[src/rtl/attack_timeline_controller.sv]
// Stage sequencer ahead of the attack-object ROM reader: owns stage time and ROM address.
// Define ATTACK_TIMELINE_LOOP_EN to wrap from the last address back to entry 0 instead of ending.
module attack_timeline_controller #(
    parameter int         ADDR_WIDTH    = 10,
    parameter int         MAXIMUM_TIMES = 30,
    parameter int         CLK_FREQ_HZ   = 25_000_000,
    parameter int         TICK_HZ       = 100,
    parameter logic [4:0] END_TYPE      = 5'h1F
) (
    input  logic                     clk,
    input  logic                     reset_n,
    input  logic                     start,
    input  logic                     stop,
    input  logic                     pause,
    input  logic                     update_attack_time,
    input  logic [MAXIMUM_TIMES-1:0] next_attack_time,
    input  logic [4:0]               attack_types,
    input  logic                     sync_attack_position,
    output logic [ADDR_WIDTH-1:0]    addr,
    output logic [MAXIMUM_TIMES-1:0] current_time,
    output logic                     sync_attack_time,
    output logic                     busy,
    output logic                     stage_done
);

    localparam int DIV = CLK_FREQ_HZ / TICK_HZ;
    localparam int PW  = (DIV > 1) ? $clog2(DIV) : 1;
    localparam logic [PW-1:0]            PRE_MAX   = PW'(DIV - 1);
    localparam logic [ADDR_WIDTH-1:0]    ADDR_LAST = '1;
    localparam logic [MAXIMUM_TIMES-1:0] TIME_MAX  = '1;

    typedef enum logic [1:0] {
        S_IDLE,
        S_FETCH,
        S_WAIT,
        S_DONE
    } state_e;

    state_e                   state_q, state_d;
    logic [ADDR_WIDTH-1:0]    addr_q, addr_d;
    logic [MAXIMUM_TIMES-1:0] time_q, time_d;
    logic [MAXIMUM_TIMES-1:0] next_time_q, next_time_d;
    logic [PW-1:0]            pre_q, pre_d;
    logic                     sync_q, sync_d;
    logic                     done_q, done_d;
    logic                     running;
    logic                     tick;
    logic                     release_ok;

    always_comb begin
        running     = (state_q == S_FETCH) || (state_q == S_WAIT);
        tick        = running && !pause && (pre_q == PRE_MAX);
        release_ok  = (time_q >= next_time_q) && sync_attack_position;
        state_d     = state_q;
        addr_d      = addr_q;
        time_d      = time_q;
        pre_d       = pre_q;
        next_time_d = next_time_q;
        done_d      = 1'b0;

        // Stage clock: frozen by pause, saturates instead of wrapping
        if (running && !pause) begin
            pre_d = tick ? '0 : pre_q + 1'b1;
            if (tick && (time_q != TIME_MAX)) begin
                time_d = time_q + 1'b1;
            end
        end

        case (state_q)
            S_IDLE: begin
                if (start) begin
                    state_d = S_FETCH;
                    addr_d  = '0;
                    time_d  = '0;
                    pre_d   = '0;
                end
            end
            S_FETCH: begin
                if (update_attack_time) begin
                    next_time_d = next_attack_time;
                    if (attack_types == END_TYPE) begin
                        state_d = S_DONE;
                        done_d  = 1'b1;
                    end else begin
                        state_d = S_WAIT;
                    end
                end
            end
            S_WAIT: begin
                if (release_ok) begin
                    if (addr_q != ADDR_LAST) begin
                        addr_d  = addr_q + 1'b1;
                        state_d = S_FETCH;
                    end else begin
                        done_d = 1'b1;
`ifdef ATTACK_TIMELINE_LOOP_EN
                        addr_d  = '0;
                        time_d  = '0;
                        pre_d   = '0;
                        state_d = S_FETCH;
`else
                        state_d = S_DONE;
`endif
                    end
                end
            end
            S_DONE: begin
                state_d = S_IDLE;
            end
            default: begin
                state_d = S_IDLE;
            end
        endcase

        if (stop) begin
            state_d = S_IDLE;
            done_d  = 1'b0;
        end

        // Reader may fetch only while the next state is FETCH
        sync_d = (state_d != S_FETCH);
    end

    always_ff @(posedge clk or negedge reset_n) begin
        if (!reset_n) begin
            state_q     <= S_IDLE;
            addr_q      <= '0;
            time_q      <= '0;
            pre_q       <= '0;
            next_time_q <= '0;
            sync_q      <= 1'b1;
            done_q      <= 1'b0;
        end else begin
            state_q     <= state_d;
            addr_q      <= addr_d;
            time_q      <= time_d;
            pre_q       <= pre_d;
            next_time_q <= next_time_d;
            sync_q      <= sync_d;
            done_q      <= done_d;
        end
    end

    assign addr             = addr_q;
    assign current_time     = time_q;
    assign sync_attack_time = sync_q;
    assign busy             = running;
    assign stage_done       = done_q;

endmodule

[config.mk]
export PLATFORM = sky130hd
export DESIGN_NAME = attack_timeline_controller
export DESIGN_NICKNAME = d
export VERILOG_FILES = /design/src/rtl/attack_timeline_controller.sv
export SDC_FILE = /design/constraint.sdc
export NUM_CORES = 1
export LEC_CHECK = 0
export CAP_MARGIN = 20
export CORE_ASPECT_RATIO = 2
export CORE_UTILIZATION = 45
export CTS_BUF_LIST = sky130_fd_sc_hd__clkbuf_16
export DETAILED_ROUTE_END_ITERATION = 16
export PLACE_DENSITY_LB_ADDON = 0.08
export SETUP_SLACK_MARGIN = 0.3
export SYNTH_ARGS = -nofsm -noshare
export SYNTH_HDL_FRONTEND = slang
export SYNTH_SLANG_ARGS = --single-unit
[constraint.sdc]
create_clock -name clk -period 2.9 [get_ports clk]
set_input_delay 0.58 -clock clk [delete_from_list [all_inputs] [get_ports clk]]
set_output_delay 0.58 -clock clk [all_outputs]
set_load 0.01 [all_outputs]
Word level (Yosys, flattened, before mapping)
Cells that the tools add are included.
Word-level totals
  register bits: 92
  input port bits: 42
  output and inout port bits: 43
  logic and storage cells: 57
Cells by class
  add/subtract/negate cells: 3
  $lt $le $gt $ge: 1
  equality and inequality tests: 11
  multiplexer cells: 25
  reductions and logical operators: 10
Operators by type and width (number)
  $mux W30: 4
  $mux W18: 4
  $add A30 B1 Y30 const B: 1
  $ge A30 B30 Y1: 1
  $mux W10: 3
  $ne A30 B30 Y1 const B: 1
  $pmux W10 S2: 1
  $add A18 B1 Y18 const B: 1
  $eq A18 B18 Y1 const B: 1
  $add A10 B1 Y10 const B: 1
  $mux W2: 5
  $ne A10 B10 Y1 const B: 1
  $pmux W2 S4: 1
  $mux W1: 6
  $eq A5 B5 Y1 const B: 1
  $eq A2 B2 Y1 const B: 2
  $logic_and A1 B1 Y1: 4
  $ne A2 B1 Y1 const B: 2
  $ne A2 B2 Y1 const B: 2
  $reduce_and A4 Y1: 1
  $eq A2 B1 Y1 const B: 1
  $logic_not A2 Y1: 1
  $pmux W1 S2: 1
  $reduce_and A2 Y1: 1
  other kinds (3): 3

Depth between registers and ports, before layout
  depth in word-level cells: 9
  gate-level depth with buffers: 11

Worst setup path after synthesis
Ideal clock, no wire load.
  path kind: reg2reg
  start point: register state_q[0]
  end point: register time_q[13], in the netlist current_time[13]
  arrival time: 2355 ps
  path slack: 466 ps
  stages on the path, launching flop included: 11
  clock period less this slack: 2434 ps
  cell sequence: dfrtp_1 inv_1 ha_1 and4b_1 nand3_1 nand4b_1 a31oi_4 buf_6 nand4_2 or3_1 a21oi_1
On the way
  longest elaborated chain between the ends: 9
  elaborated cells between the ends (all ways): 11
RTL lines
  start: declaration: line 39  | state_e state_q, state_d;
  start signal: assignment: line 134  | state_q <= state_d;
  $eq A2 B1 Y1 or $eq A2 B2 Y1 (tied branches): line 51  | running = (state_q == S_FETCH) || (state_q == S_WAIT);
  $logic_or A1 B1 Y1 *: line 51
  named net busy: line 22  | output logic busy,
  $logic_and A1 B1 Y1 *: line 52, 62
  $logic_and A1 B1 Y1: line 52  | tick = running && !pause && (pre_q == PRE_MAX);
  $logic_and A1 B1 Y1: line 64  | if (tick && (time_q != TIME_MAX)) begin
  $mux W30: line 64
  $mux W30 *: line 62  | if (running && !pause) begin
  $mux W30: line 71  | if (start) begin
  $mux W30 *: line 69  | case (state_q)
  named net time_d[13]: line 41  | logic [MAXIMUM_TIMES-1:0] time_q, time_d;
  end signal: assignment: line 136  | time_q <= time_d;
  end: declaration: line 41
The timed path passes the listed nets; every way through them passes the cells marked *.
A chain may end at the register's enable or synchronous reset.

Final worst setup path
  start point: register time_q[17], in the netlist current_time[17]
  end point: register addr_q[5], in the netlist addr[5]
On the way
  longest elaborated chain between the ends: 4
RTL lines
  $ge A30 B30 Y1: line 53  | release_ok = (time_q >= next_time_q) && sync_attack_position;
  $logic_and A1 B1 Y1: line 53
  $ne A2 B2 Y1 (no line)
  $reduce_and A4 Y1 (no line)
  end signal: assignment: line 135  | addr_q <= addr_d;
  end: declaration: line 40  | logic [ADDR_WIDTH-1:0] addr_q, addr_d;
Every way passes these cells.

==> impl_metrics.env <==
export IMPL_status="completed"
export IMPL_drt_drc_violations_left=0
export IMPL_instances_no_fill=823
export IMPL_rsz0062_at_grt="true"
export IMPL_place_area_um2=6490
export IMPL_rr_startpoint="current_time[17]$_DFF_PN0_"
export IMPL_fin_setup_tns_ns=0
export IMPL_fmax_mhz=370
export IMPL_multi_input_area_um2=2930
export IMPL_ys_async_sr_fraction=1.00
export IMPL_critPathMaxStageDelay_ns=0.47
export IMPL_cp_arrival_ns=2.97
export IMPL_placed_cells=785
export IMPL_powerDensity_nw_per_um2=544
export IMPL_yosys_most_used_dff="dfrtp_1"
export IMPL_nNetsFinal=754
export IMPL_vias=4508
export IMPL_syn_avg_cell_area_um2=9.85
export IMPL_crit_fanout=8
export IMPL_slowest_stage="or4_4"
export IMPL_cts_root_buf="clkbuf_16"
export IMPL_path_clk_slew_ns=0.07
export IMPL_finalSetupViolCount=0
export IMPL_rrSetupSlack_ns=0.20
export IMPL_final_antenna_net_count=0
export IMPL_timing_hold_ws_ns=0.145
export IMPL_hold_viol_final=0
export IMPL_dieArea_um2=12000
export IMPL_drv_slew=0
export IMPL_cts_tree="yes"
export IMPL_grt_overflow_total=0
export IMPL_yosysTopAreaCell="dfrtp_1"
export IMPL_num_rows=55
export IMPL_worstMarginPinSlew_ns=0.633
export IMPL_wirelength_um=13800
export IMPL_leakage_nw=3.23
export IMPL_io_pins=85
export IMPL_min_period_ns=2.70
export IMPL_clkLatencyLatePin_ns=0.35
export IMPL_crit_chain="ha_4 -> nand4_1 -> nor4_4 -> o211ai_1 -> a21oi_4 -> a311oi_4 -> buf_12 -> or4_4 -> a21oi_2"
export IMPL_final_util=0.641
export IMPL_drt_iter0_markers=172
export IMPL_synth_seq_area_share=0.443
export IMPL_hold_path_class="in -> async"
export IMPL_seq_area_um2=2300
export IMPL_gp_congestion=0.816
export IMPL_start_util=0.461
export IMPL_yosysTopAreaCellShare=0.438
export IMPL_synthesis_instances=528
export IMPL_htreeDepth=3
export IMPL_grt_pass1_wl_um=21900
export IMPL_grt_pass1_vias=4701
export IMPL_worst_slack_ns=0.200
export IMPL_startpoint="current_time[17]$_DFF_PN0_"
export IMPL_power_total_mw=3.94
export IMPL_area_growth_syn_to_layout_pct=39.1
export IMPL_clockBufferDepth=2
export IMPL_yosysWarnings=0
export IMPL_vdd_drop_max_uv=427
export IMPL_drt_pass1_iter_count=4
export IMPL_cp_required_ns=3.17
export IMPL_cts_buffers=9
export IMPL_fin_area_um2=7230
export IMPL_cts_sinks=92
export IMPL_die_y_um=154
export IMPL_dp_slack_ns=-0.0263
export IMPL_drv_cap=0
export IMPL_fillers=936
export IMPL_grt_max_degree=67
export IMPL_synth_area_top_cells="dfrtp_1 44%, ha_1 8.7%, mux2_2 6.7%, xor2_1 4.5%, nor2_1 3.6%"
export IMPL_endpoint_kind="flop"
export IMPL_layout_drive_gt1_share=0.226
export IMPL_core_area_um2=11300
export IMPL_post_drt_wl_per_cell_um=16.8
export IMPL_antenna_found_initial=0
export IMPL_finalClockSkew_ns=0.00585
export IMPL_viasPerCell=5.48
export IMPL_relSlewSlack=0.577
export IMPL_dpl_hpwl_um=9920
export IMPL_ys_types=52
export IMPL_die_x_um=78.0
export IMPL_start_kind="flop"
export IMPL_io_buffer_count=84
export IMPL_postSynthNetCount=606
export IMPL_grtUsageTotal=0.236
export IMPL_path_class="reg -> reg"
export IMPL_synth_area_um2=5200
export IMPL_yosys_register_bits=92
export IMPL_synth_edf_count=0
export IMPL_num_antenna_cells=0
export IMPL_fin_crit_sh=0.931
synth_stat cells (2+ instances only):
cell type  count
and4_4         3
or3_1         12
dfrtp_1       91
a221oi_1       2
inv_1         39
buf_6          3
nand2b_1       5
ha_1          36
nand2_1       43
and4_1         5
nor2b_1        4
a21boi_0       2
buf_1          3
o31ai_1        5
mux2_2        31
xor2_1        27
and2_1         3
or2_2          2
or4_1          4
nor2_1        50
nand4_1       24
xnor2_1        9
clkbuf_1       7
a21oi_1       35
nor3_1        12
nand3_1       20
and3_1         6
nand4_2        2
o21ai_0       20
per-layer routing:
metal	vias up	GRT usage	wire [um]
li1	2162	-	-
met1	2202	0.232	4930
met2	110	0.464	7970
met3	34	0.0404	449
met4	0	0.109	443
met5	-	0	0
layout by cell type (no fill, tap or decap), types with 24 or more instances in the layout:
cell type / Yosys / routed
a21oi_1: 35 / 30
buf_4: 0 / 61
clkdlybuf4s50_1: 0 / 82
dfrtp_1: 91 / 90
ha_1: 36 / 28
inv_1: 39 / 38
mux2_2: 31 / 31
nand2_1: 43 / 43
nand4_1: 24 / 24
nor2_1: 50 / 50
xor2_1: 27 / 27
cell families (layout without fill, tap and decap cells):
logic type | Yosys count | after routing | share of synthesized area
adders and majority gates | 36 | 36 | 0.0866
DFF | 92 | 92 | 0.443
AOI/OAI and AO/OA | 74 | 75 | 0.0871
xor gates and xnor gates | 36 | 36 | 0.0606
muxes | 32 | 32 | 0.0690
buffers and inverters | 53 | 204 | 0.0428
and+or+nand+nor | 205 | 206 | 0.211
report_power, final:
part	internal, mW	leakage [nW]	switching (mW)
combinational	0.533	1.86	0.540
sequential	1.51	1.22	0.116
clock	0.744	0.155	0.489
total	2.79	3.23	1.14
what timing repair did:
| item | CTS | global route |
|---|---|---|
| hold buffers | 0 | 0 |
| setup buffers | 7 | 13 |
| pin swaps | 11 | 18 |
| endpoints found under the setup margin | 14 | 22 |
| cloned | 1 | 1 |
| gates resized for setup | 13 | 27 |
worst max-delay path: cells and delay by family, from the launching register on:
kind,cells,cell delay [ns]
simple gates,3,1.07
compound gates,4,0.68
fa+ha+maj,1,0.28
buf+inv,1,0.18
flops,1,0.41
worst paths after layout:
| kind | to | cells past startpoint |
|---|---|---|
| setup / recovery | addr[5]$_DFFE_PN0P_ | 9 |
| hold / removal | pre_q[11]$_DFF_PN0_ | 1 |
| setup reg to reg | addr[5]$_DFFE_PN0P_ | 9 |
| hold reg to reg | next_time_q[7]$_DFFE_PN0P_ | 1 |
| max in group asynchronous | sync_attack_time$_DFF_PN1_ | 2 |
| min in group clk | next_time_q[7]$_DFFE_PN0P_ | 1 |
flip-flops by register name, indices dropped and copies added (netlist names):
register          flops
addr                 10
current_time         30
next_time_q          30
pre_q                18
stage_done            1
state_q               2
sync_attack_time      1
layout make-up:
cell class                 count  share of cell area
timing repair buffer         149               0.189
sequential                    92               0.319
inverter                      39              0.0202
tap                          142              0.0246
clock inverter                 7              0.0116
multi-input combinational    385               0.405
clock buffer                   9              0.0311
(Power assumes the default switching activity.)
